--- config.mk ---
export PLATFORM = sky130hd
export DESIGN_NAME = debounce_event_arbiter_flat
export DESIGN_NICKNAME = d
export VERILOG_FILES = /design/src/rtl/debounce_event_arbiter_if.sv /design/src/rtl/debounce_event_arbiter.sv /design/src/flat_wrapper.sv
export SDC_FILE = /design/constraint.sdc
export NUM_CORES = 1
export LEC_CHECK = 0
export BUFFER_PORTS_ARGS = -buffer_cell sky130_fd_sc_hd__buf_4
export CORE_UTILIZATION = 41
export CTS_CLUSTER_SIZE = 28
export DETAILED_ROUTE_END_ITERATION = 12
export HOLD_SLACK_MARGIN = 0.06
export SLEW_MARGIN = 40
export SYNTH_ARGS = -nofsm -noshare
export SYNTH_HDL_FRONTEND = slang
export SYNTH_SLANG_ARGS = --single-unit
--- constraint.sdc ---
create_clock -name clk -period 2.05 [get_ports clk]
set_input_delay 0.1025 -clock clk [delete_from_list [all_inputs] [get_ports clk]]
set_output_delay 0.1025 -clock clk [all_outputs]
set_load 0.02 [all_outputs]
--- src/rtl/debounce_event_arbiter_if.sv ---
// Event port between the debounce arbiter (master) and its downstream consumer (slave).
// DBNC_TIMESTAMP_EN adds evt_time to the bundle.
interface debounce_event_arbiter_if #(
    parameter int CH_W = 2,
    parameter int TS_W = 16
);
    logic            evt_valid;
    logic            evt_ready;
    logic [CH_W-1:0] evt_chan;
    logic            evt_level;
    logic            evt_overrun;
`ifdef DBNC_TIMESTAMP_EN
    logic [TS_W-1:0] evt_time;

    modport master (output evt_valid, evt_chan, evt_level, evt_overrun, evt_time,
                    input  evt_ready);
    modport slave  (input  evt_valid, evt_chan, evt_level, evt_overrun, evt_time,
                    output evt_ready);
`else
    modport master (output evt_valid, evt_chan, evt_level, evt_overrun,
                    input  evt_ready);
    modport slave  (input  evt_valid, evt_chan, evt_level, evt_overrun,
                    output evt_ready);
`endif

    if (CH_W < 1 || TS_W < 1) begin : g_bad_width
        $error("debounce_event_arbiter_if: CH_W and TS_W must be >= 1");
    end
endinterface

--- src/rtl/debounce_event_arbiter.sv ---
// Shared debounce tick, per-channel change detection with one-deep event queue, and
// round-robin arbitration onto a valid/ready event port. Optional DBNC_TIMESTAMP_EN adds evt_time.
//
// state   | meaning
// --------+-------------------------------------------------------------
// IDLE    | nothing presented; grants the next pending channel if any
// PRESENT | evt_* presented and held until the consumer asserts evt_ready
module debounce_event_arbiter #(
    parameter int N_CH     = 4,
    parameter int TICK_DIV = 500000,
    parameter int CH_W     = 2,
    parameter int TS_W     = 16
) (
    input  logic                     clk,
    input  logic                     reset,
    input  logic [N_CH-1:0]          db_in,
    output logic                     tick_out,
    output logic [N_CH-1:0]          pending,
    debounce_event_arbiter_if.master evt
);

    typedef enum logic {IDLE, PRESENT} state_t;

    localparam int              PS_W    = (TICK_DIV > 2) ? $clog2(TICK_DIV) : 1;
    localparam logic [PS_W-1:0] PS_LAST = PS_W'(TICK_DIV - 1);

    if (CH_W != $clog2(N_CH) || N_CH < 2 || TICK_DIV < 2 || TS_W < 1) begin : g_bad_param
        $error("debounce_event_arbiter: illegal parameter combination");
    end

    state_t          state, state_nxt;
    logic [PS_W-1:0] presc, presc_nxt;
    logic [N_CH-1:0] db_q, db_edge;
    logic [N_CH-1:0] lvl, ovr;
    logic [CH_W-1:0] rr;
    logic [CH_W-1:0] cand;
    logic [CH_W-1:0] gnt_idx;
    logic            gnt_found, gnt_take;
    logic [N_CH-1:0] gnt_hit;

    // tick_out is registered so it is high exactly while presc sits at its last count
    always_comb begin
        presc_nxt = (presc == PS_LAST) ? '0 : presc + 1'b1;
    end

    always_ff @(posedge clk or posedge reset) begin
        if (reset) begin
            presc    <= '0;
            tick_out <= 1'b0;
        end else begin
            presc    <= presc_nxt;
            tick_out <= (presc_nxt == PS_LAST);
        end
    end

    assign db_edge = db_in ^ db_q;

    always_comb begin
        gnt_found = 1'b0;
        gnt_idx   = '0;
        cand      = '0;
        for (int k = 1; k <= N_CH; k++) begin
            cand = CH_W'((int'(rr) + k) % N_CH);
            if (!gnt_found && pending[cand]) begin
                gnt_found = 1'b1;
                gnt_idx   = cand;
            end
        end
    end

    assign gnt_take = (state == IDLE) && gnt_found;

    always_comb begin
        gnt_hit = '0;
        if (gnt_take) gnt_hit[gnt_idx] = 1'b1;
    end

    always_ff @(posedge clk or posedge reset) begin
        if (reset) begin
            state <= IDLE;
        end else begin
            state <= state_nxt;
        end
    end

    always_comb begin
        state_nxt     = state;
        evt.evt_valid = 1'b0;
        case (state)
            IDLE: begin
                if (gnt_found) state_nxt = PRESENT;
            end
            PRESENT: begin
                evt.evt_valid = 1'b1;
                if (evt.evt_ready) state_nxt = IDLE;
            end
            default: state_nxt = IDLE;
        endcase
    end

    // A new edge beats a simultaneous grant; overrun only when the pending event is not leaving
    always_ff @(posedge clk or posedge reset) begin
        if (reset) begin
            db_q    <= '0;
            pending <= '0;
            lvl     <= '0;
            ovr     <= '0;
        end else begin
            db_q <= db_in;
            for (int i = 0; i < N_CH; i++) begin
                if (db_edge[i]) begin
                    pending[i] <= 1'b1;
                    lvl[i]     <= db_in[i];
                    if (pending[i] && !gnt_hit[i]) ovr[i] <= 1'b1;
                    else if (gnt_hit[i])           ovr[i] <= 1'b0;
                end else if (gnt_hit[i]) begin
                    pending[i] <= 1'b0;
                    ovr[i]     <= 1'b0;
                end
            end
        end
    end

    always_ff @(posedge clk or posedge reset) begin
        if (reset) begin
            rr              <= CH_W'(N_CH - 1);
            evt.evt_chan    <= '0;
            evt.evt_level   <= 1'b0;
            evt.evt_overrun <= 1'b0;
        end else if (gnt_take) begin
            rr              <= gnt_idx;
            evt.evt_chan    <= gnt_idx;
            evt.evt_level   <= lvl[gnt_idx];
            evt.evt_overrun <= ovr[gnt_idx];
        end
    end

`ifdef DBNC_TIMESTAMP_EN
    logic [TS_W-1:0] tick_cnt;
    logic [TS_W-1:0] ts_ch [N_CH];

    always_ff @(posedge clk or posedge reset) begin
        if (reset) begin
            tick_cnt     <= '0;
            evt.evt_time <= '0;
            for (int i = 0; i < N_CH; i++) ts_ch[i] <= '0;
        end else begin
            if (tick_out) tick_cnt <= tick_cnt + 1'b1;
            for (int i = 0; i < N_CH; i++) begin
                if (db_edge[i]) ts_ch[i] <= tick_cnt;
            end
            if (gnt_take) evt.evt_time <= ts_ch[gnt_idx];
        end
    end
`endif

endmodule

--- src/flat_wrapper.sv ---
// flat-port wrapper written by rule: the top's interface ports become plain ports
module debounce_event_arbiter_flat 
#(
    parameter int N_CH     = 4,
    parameter int TICK_DIV = 500000,
    parameter int CH_W     = 2,
    parameter int TS_W     = 16
)
  (clk, reset, db_in, tick_out, pending, evt_evt_valid, evt_evt_chan, evt_evt_level, evt_evt_overrun, evt_evt_ready);
  debounce_event_arbiter_if #(.CH_W(CH_W), .TS_W(TS_W)) evt_i ();
  input  logic clk;
  input  logic reset;
  input  logic [N_CH-1:0] db_in;
  output logic tick_out;
  output logic [N_CH-1:0] pending;
  output wire logic [$bits(evt_i.evt_valid)-1:0] evt_evt_valid;
  output wire logic [$bits(evt_i.evt_chan)-1:0] evt_evt_chan;
  output wire logic [$bits(evt_i.evt_level)-1:0] evt_evt_level;
  output wire logic [$bits(evt_i.evt_overrun)-1:0] evt_evt_overrun;
  input wire logic [$bits(evt_i.evt_ready)-1:0] evt_evt_ready;
  assign evt_evt_valid = evt_i.evt_valid;
  assign evt_evt_chan = evt_i.evt_chan;
  assign evt_evt_level = evt_i.evt_level;
  assign evt_evt_overrun = evt_i.evt_overrun;
  assign evt_i.evt_ready = evt_evt_ready;
  debounce_event_arbiter #(.N_CH(N_CH), .TICK_DIV(TICK_DIV), .CH_W(CH_W), .TS_W(TS_W)) u_core (.clk(clk), .reset(reset), .db_in(db_in), .tick_out(tick_out), .pending(pending), .evt(evt_i));
endmodule
* Yosys cells after proc, flatten, opt, wreduce, memory -nomap -nowiden
Index checks and enable logic that the tools add are counted.
** Storage, ports and cells
- Output and inout port bits :: 10
- Register bits :: 43
- Input port bits :: 7
** Cells by class
- Order comparisons :: 6
- Reductions and logical operators :: 20
- $add $sub $neg :: 5
- Equal/unequal tests :: 2
- Bitwise logic cells :: 2
- Multiplexer cells :: 48
** Operators with widths (number)
- $eq 19x19->1 const B :: 2
- $mux 1 :: 34
- $add 19x1->19 const B :: 1
- $mux 19 :: 1
- $lt 2x3->1 const B :: 5
- $bmux 1 s2 :: 6
- $logic_and 1x1->1 :: 9
- $mux 2 :: 4
- $reduce_bool 2->1 :: 4
- $logic_not 1->1 :: 7
- $add 2x1->2 const B :: 2
- $add 2x2->2 const B :: 2
- $mux 4 :: 1
- $xor 4x4->4 :: 1
- $demux 1 s2 :: 1
- $ge 2x1->1 const B :: 1
- $pmux 1 s2 :: 1
- $not 1->1 :: 1

* Longest topological paths before layout
- Word-level depth :: 22
- Gate-level depth with buffers :: 8
- Mapped depth without buffers :: 6

* Worst setup path after synthesis
No wires, ideal clock.
- Path type :: reg-to-reg
- From :: register u_core.pending[3]
- To :: register u_core.pending[3]
- Arrival :: 1.913 ns
- Cell stages (with the launch flop) :: 8
- Clock period less this slack :: 2.031 ns
- Path slack :: 0.019 ns
- Data required time :: 1.932 ns
- Cells stage by stage :: dfrtp_1 -> buf_2 -> nor4_1 -> or2_4 -> or4_1 -> buf_2 -> nand2b_1 -> a21o_1
** Between the ends
- Cells in the longest elaborated chain, start to end :: 18
- Elaborated cells between the ends (all ways) :: 30
- Those cells by class :: 2 x order compare; 19 x mux; 9 x reduce/logical
** Ends and longest elaborated chain
- from (decl) :: line debounce_event_arbiter.sv:18 : output logic [N_CH-1:0] pending,
- from (signal assigned) :: line debounce_event_arbiter.sv:105 : pending <= '0;
- from (signal, indexed assignment) :: line debounce_event_arbiter.sv:112 : pending[i] <= 1'b1;
- from (signal, indexed assignment) :: line debounce_event_arbiter.sv:117 : pending[i] <= 1'b0;
- $bmux 1 s2 :: line debounce_event_arbiter.sv:64 : if (!gnt_found && pending[cand]) begin
- $mux 1 (implied by the code) :: line debounce_event_arbiter.sv:64
- $mux 1 :: line debounce_event_arbiter.sv:64
- $logic_not 1->1 :: line debounce_event_arbiter.sv:64
- $logic_and 1x1->1 :: line debounce_event_arbiter.sv:64
- $mux 1 :: line debounce_event_arbiter.sv:64
- $logic_not 1->1 :: line debounce_event_arbiter.sv:64
- $logic_and 1x1->1 :: line debounce_event_arbiter.sv:64
- [... 2 more ...]
- $logic_and 1x1->1 :: line debounce_event_arbiter.sv:64
- $mux 2 :: line debounce_event_arbiter.sv:64
- $lt 2x3->1 (implied by the code) or $ge 2x1->1 (tied branches) :: line debounce_event_arbiter.sv:75 : if (gnt_take) gnt_hit[gnt_idx] = 1'b1;
- $logic_and 1x1->1 (implied by the code) :: line debounce_event_arbiter.sv:75
- $mux 1 (implied by the code) :: line debounce_event_arbiter.sv:75
- $demux 1 s2
- $mux 4 (*) :: line debounce_event_arbiter.sv:75
- $reduce_bool 2->1 (no source line) (*)
Mark *: on every way between the ends. The rest lies on a longest branch, timed or not. The select of a mux whose other input is x is not followed.
A chain may end at the register's enable or synchronous reset.

* Worst setup path in the final report
- From :: register u_core.presc[1]
- To :: register u_core.tick_out
** Between the ends
- Cells in the longest elaborated chain, start to end :: 3
- Elaborated cells between the ends (all ways) :: 4
- Those cells by class :: 1 x add/sub; 2 x eq/ne; 1 x mux
** Ends and longest elaborated chain
- from (decl) :: line debounce_event_arbiter.sv:32 : logic [PS_W-1:0] presc, presc_nxt;
- from (signal assigned) :: line debounce_event_arbiter.sv:51 : presc <= presc_nxt;
- $add 19x1->19 or $eq 19x19->1 (tied branches) :: line debounce_event_arbiter.sv:43 : presc_nxt = (presc == PS_LAST) ? '0 : presc + 1'b1;
- $mux 19 (*) :: line debounce_event_arbiter.sv:43
- $eq 19x19->1 (*) :: line debounce_event_arbiter.sv:52 : tick_out <= (presc_nxt == PS_LAST);
- to (signal assigned) :: line debounce_event_arbiter.sv:52
- to (decl) :: line debounce_event_arbiter.sv:17 : output logic tick_out,
Mark *: on every way between the ends. The rest lies on a longest branch, timed or not.

==> metrics.md <==
| Metric | Value |
|---|---|
| Max_cap viols | `0` |
| Status | `complete, no violations` |
| Initial DRC Count | `112` |
| Post-synth cell types | `49` |
| PwrDens | `902 nW/um^2` |
| Setup Viol. Count Final | `0` |
| Number of remaining DRC errors | `0` |
| Share of cells above drive strength 1 | `20.5%` |
| Switching Power | `0.766 mW` |
| Syn nets | `237` |
| Register Area | `1080 sq um` |
| F_max | `513 MHz` |
| FF+latch count, synth | `43` |
| CTS root buffer | `clkbuf_8` |
| Post-place setup slack | `71.9 ps` |
| Clock share of power | `27.0%` |
| CTS tree | `built` |
| Main synth FF type | `dfrtp_1` |
| CP max FO | `5` |
| CP Class | `flop to flop` |
| Max VDD drop | `0.357 mV` |
| CP startpoint kind | `flop` |
| Core area | `5170 sq um` |
| Post-synth EDFFs | `0` |
| Post-synth top area share | `45.9%` |
| Total Routing Usage GR | `18.6%` |
| Final Hold Fails | `0` |
| Least-Margin Pin Slew | `549 ps` |
| DR vias/cell | `5.35` |
| Inst Count DP | `319` |
| CTS Buf Count | `5` |
| Final-layout fill cell count | `464` |
| Setup TNS | `0 ps` |
| Multi-input logic area | `1080 sq um` |
| Ant diodes | `0` |
| Hold_ws | `477 ps` |
| Width of the die | `75.8 um` |
| Starting Density | `43.2%` |
| Synthesized area | `2240 sq um` |
| Leakage power total | `1.17 nW` |
| Worst path arrival time | `2160 ps` |
| H-tree Lvls | `2` |
| Syn_area_per_cell | `9.76 sq um` |
| Post-route cell area | `2690 sq um` |
| Top cells by area, synth | `dfrtp_1, xor2_1, nor2_1` |
| Largest net degree at the start of global routing | `44` |
| Comb power frac | `27.6%` |
| Sequential share of the synthesized area | `48.2%` |
| Syn Inst Count | `229` |
| Clock Skew | `13.7 ps` |
| Longest Clk Path Bufs | `2` |
| Worst Path Required | `2260 ps` |
| Final period util | `95.2%` |
| First-pass GRT wire length | `8020 um` |
| Worst Setup Slack, final | `99.2 ps` |
| Area leader, netlist | `dfrtp_1` |
| CP Capture Type | `flop` |
| Gr ovfl total | `0` |
| Detailed Route WL | `4750 um` |
| Clk sinks | `43` |
| Final ANT Viol Nets | `0` |
| IO Pins | `17` |
| # rows | `26` |
| Avg WL per Cell | `14.3 um` |
| Internal | `1.66 mW` |
| Final min period | `1950 ps` |
| Hold Crit Class | `flop to flop` |
| Nets | `270` |
| Initial antenna violation count | `0` |
| Finished Layout Cells | `333` |
| R2R Setup Slk | `100 ps` |
| YS warnings | `0` |
| Die Y | `75.8 um` |
| Placed wire-length estimate | `3320 um` |
| Routability cong. | `0.933` |
| Sequential share of power | `45.4%` |
| Worst-path clk slew | `90 ps` |
| Clk_lat worst skew | `290 ps` |
| Async set or reset register ratio after synthesis | `100%` |
| DR vias | `1782` |
| Switch share | `31.6%` |
| Pins over their slew limit | `0` |
| Vias in the first global route | `1742` |
| Post-CTS Setup Bufs | `0` |
| PortBufs | `16` |
| P&R area growth vs syn | `20.4%` |
| Slew HR | `63.4%` |
| Post-DP Area | `2500 sq um` |
| Drt first pass iters | `5` |
| Die ar. | `5750 sq um` |
[power by group through the flow]
stage | Combinational [mW] | Clock, mW | Sequential, mW
5_1_grt | 0.753 | 0.726 | 1.12
2_1_floorplan | 0.383 | 0 | 1.17
6_report | 0.671 | 0.656 | 1.10
3_5_place_dp | 0.669 | 0 | 1.12
3_3_place_gp | 0.668 | 0 | 1.11
4_1_cts | 0.679 | 0.687 | 1.10
[cell usage after synthesis (2+ instances only)]
| library cell | number |
|---|---|
| nor4_1 | 4 |
| o221ai_1 | 2 |
| and2_1 | 2 |
| o21ai_0 | 8 |
| xnor2_1 | 7 |
| nor2b_1 | 7 |
| o21bai_1 | 3 |
| buf_2 | 8 |
| nand2_1 | 20 |
| dfstp_2 | 2 |
| nand4_1 | 7 |
| a21o_1 | 2 |
| nor2_1 | 27 |
| o31ai_1 | 2 |
| nor3_1 | 2 |
| o21a_1 | 2 |
| mux2i_1 | 7 |
| dfrtp_1 | 41 |
| buf_4 | 2 |
| xor2_1 | 15 |
| and4b_1 | 2 |
| inv_1 | 8 |
| o41ai_1 | 2 |
| or4_1 | 2 |
| nand2b_1 | 5 |
| nand3_1 | 10 |
| a21oi_1 | 8 |
[kinds of logic (layout without fill, tap and decap cells)]
logic type      count (synthesis)  count (layout)  synth area share, %
simple gates                   99              99                 24.0
flops                          43              43                 48.2
compound gates                 36              36                 10.7
xor+xnor                       22              22                 8.62
buf+inv                        20              54                 4.20
mux                             8               8                 3.64
fa+ha+maj                       1               1                0.560
[flip-flops by register name, summed over array words and instances (netlist names)]
| name | flops |
|---|---|
| u_core.db_q | 4 |
| u_core.evt.evt_chan | 2 |
| u_core.evt.evt_level | 1 |
| u_core.evt.evt_overrun | 1 |
| u_core.lvl | 4 |
| u_core.ovr | 4 |
| u_core.pending | 4 |
| u_core.presc | 19 |
| u_core.rr | 2 |
| u_core.state | 1 |
| u_core.tick_out | 1 |
[worst paths after layout]
kind                                                start  cells past startpoint                            end
worst min-delay path             u_core.db_q[2]$_DFF_PP0_                      1      u_core.lvl[2]$_DFFE_PP0P_
worst max-delay path            u_core.presc[1]$_DFF_PP0_                      6      u_core.tick_out$_DFF_PP0_
worst min register to register   u_core.db_q[2]$_DFF_PP0_                      1      u_core.lvl[2]$_DFFE_PP0P_
worst max register to register  u_core.presc[1]$_DFF_PP0_                      6      u_core.tick_out$_DFF_PP0_
max in group asynchronous                           reset                      4  u_core.pending[0]$_DFFE_PP0P_
min in group asynchronous                           reset                      4      u_core.presc[1]$_DFF_PP0_
[per-stage QoR]
stage               utilization (%)  power (mW)
finish                         52.1        2.43
global route                   52.1        2.60
CTS                            51.7        2.47
detailed placement             48.3        1.79
global placement               48.3        1.78
floorplan                         -        1.55
[worst max-delay path, stage by stage (launching register included)]
cell and delay (ps):
dfrtp_1 360, ha_1 200, and4_4 270, or4b_1 480
o311ai_1 120, nand3_1 140, nor4_2 290
[cells in the final DEF (no fill, tap or decap), types with 2 or more instances in the layout]
cell type,n
or4_1,2
clkbuf_8,5
nand3_1,10
dfrtp_2,3
o31ai_1,2
nor4_1,3
dlygate4sd3_1,6
nand2_1,20
and2_1,2
dfstp_2,2
o21ai_0,8
o21bai_1,3
buf_4,32
and4b_1,2
xor2_1,15
o221ai_1,2
nand4_1,7
xnor2_1,7
nand2b_1,5
nor3_1,2
a21oi_1,8
mux2i_1,7
nor2b_1,7
o21a_1,2
nor2_1,27
nor4_2,2
inv_1,7
dfrtp_1,38
a21o_1,2
[layer usage]
metal / vias up / GRT usage [%] / share of wire [%]
li1: 861 / - / -
met4: 0 / 5.97 / 0.65
met1: 874 / 23.9 / 45
met3: 4 / 4.10 / 4.4
met5: - / 0 / 0
met2: 43 / 31.3 / 50
[layout make-up]
cell class                 count  area share [%]
inverter                       8            1.12
clock inverter                 3            1.63
sequential                    43            40.2
multi-input combinational    166            40.1
timing repair buffer          38            11.2
tap                           70            3.25
clock buffer                   5            2.56
[repair_timing]
action / in CTS / in global routing
setup endpoints to repair: 0 / 3
hold buffers: 6 / 0
resized for setup: 0 / 7
endpoints found under the hold margin: 50 / 0
Note: power is estimated with default switching activity, not from simulation.
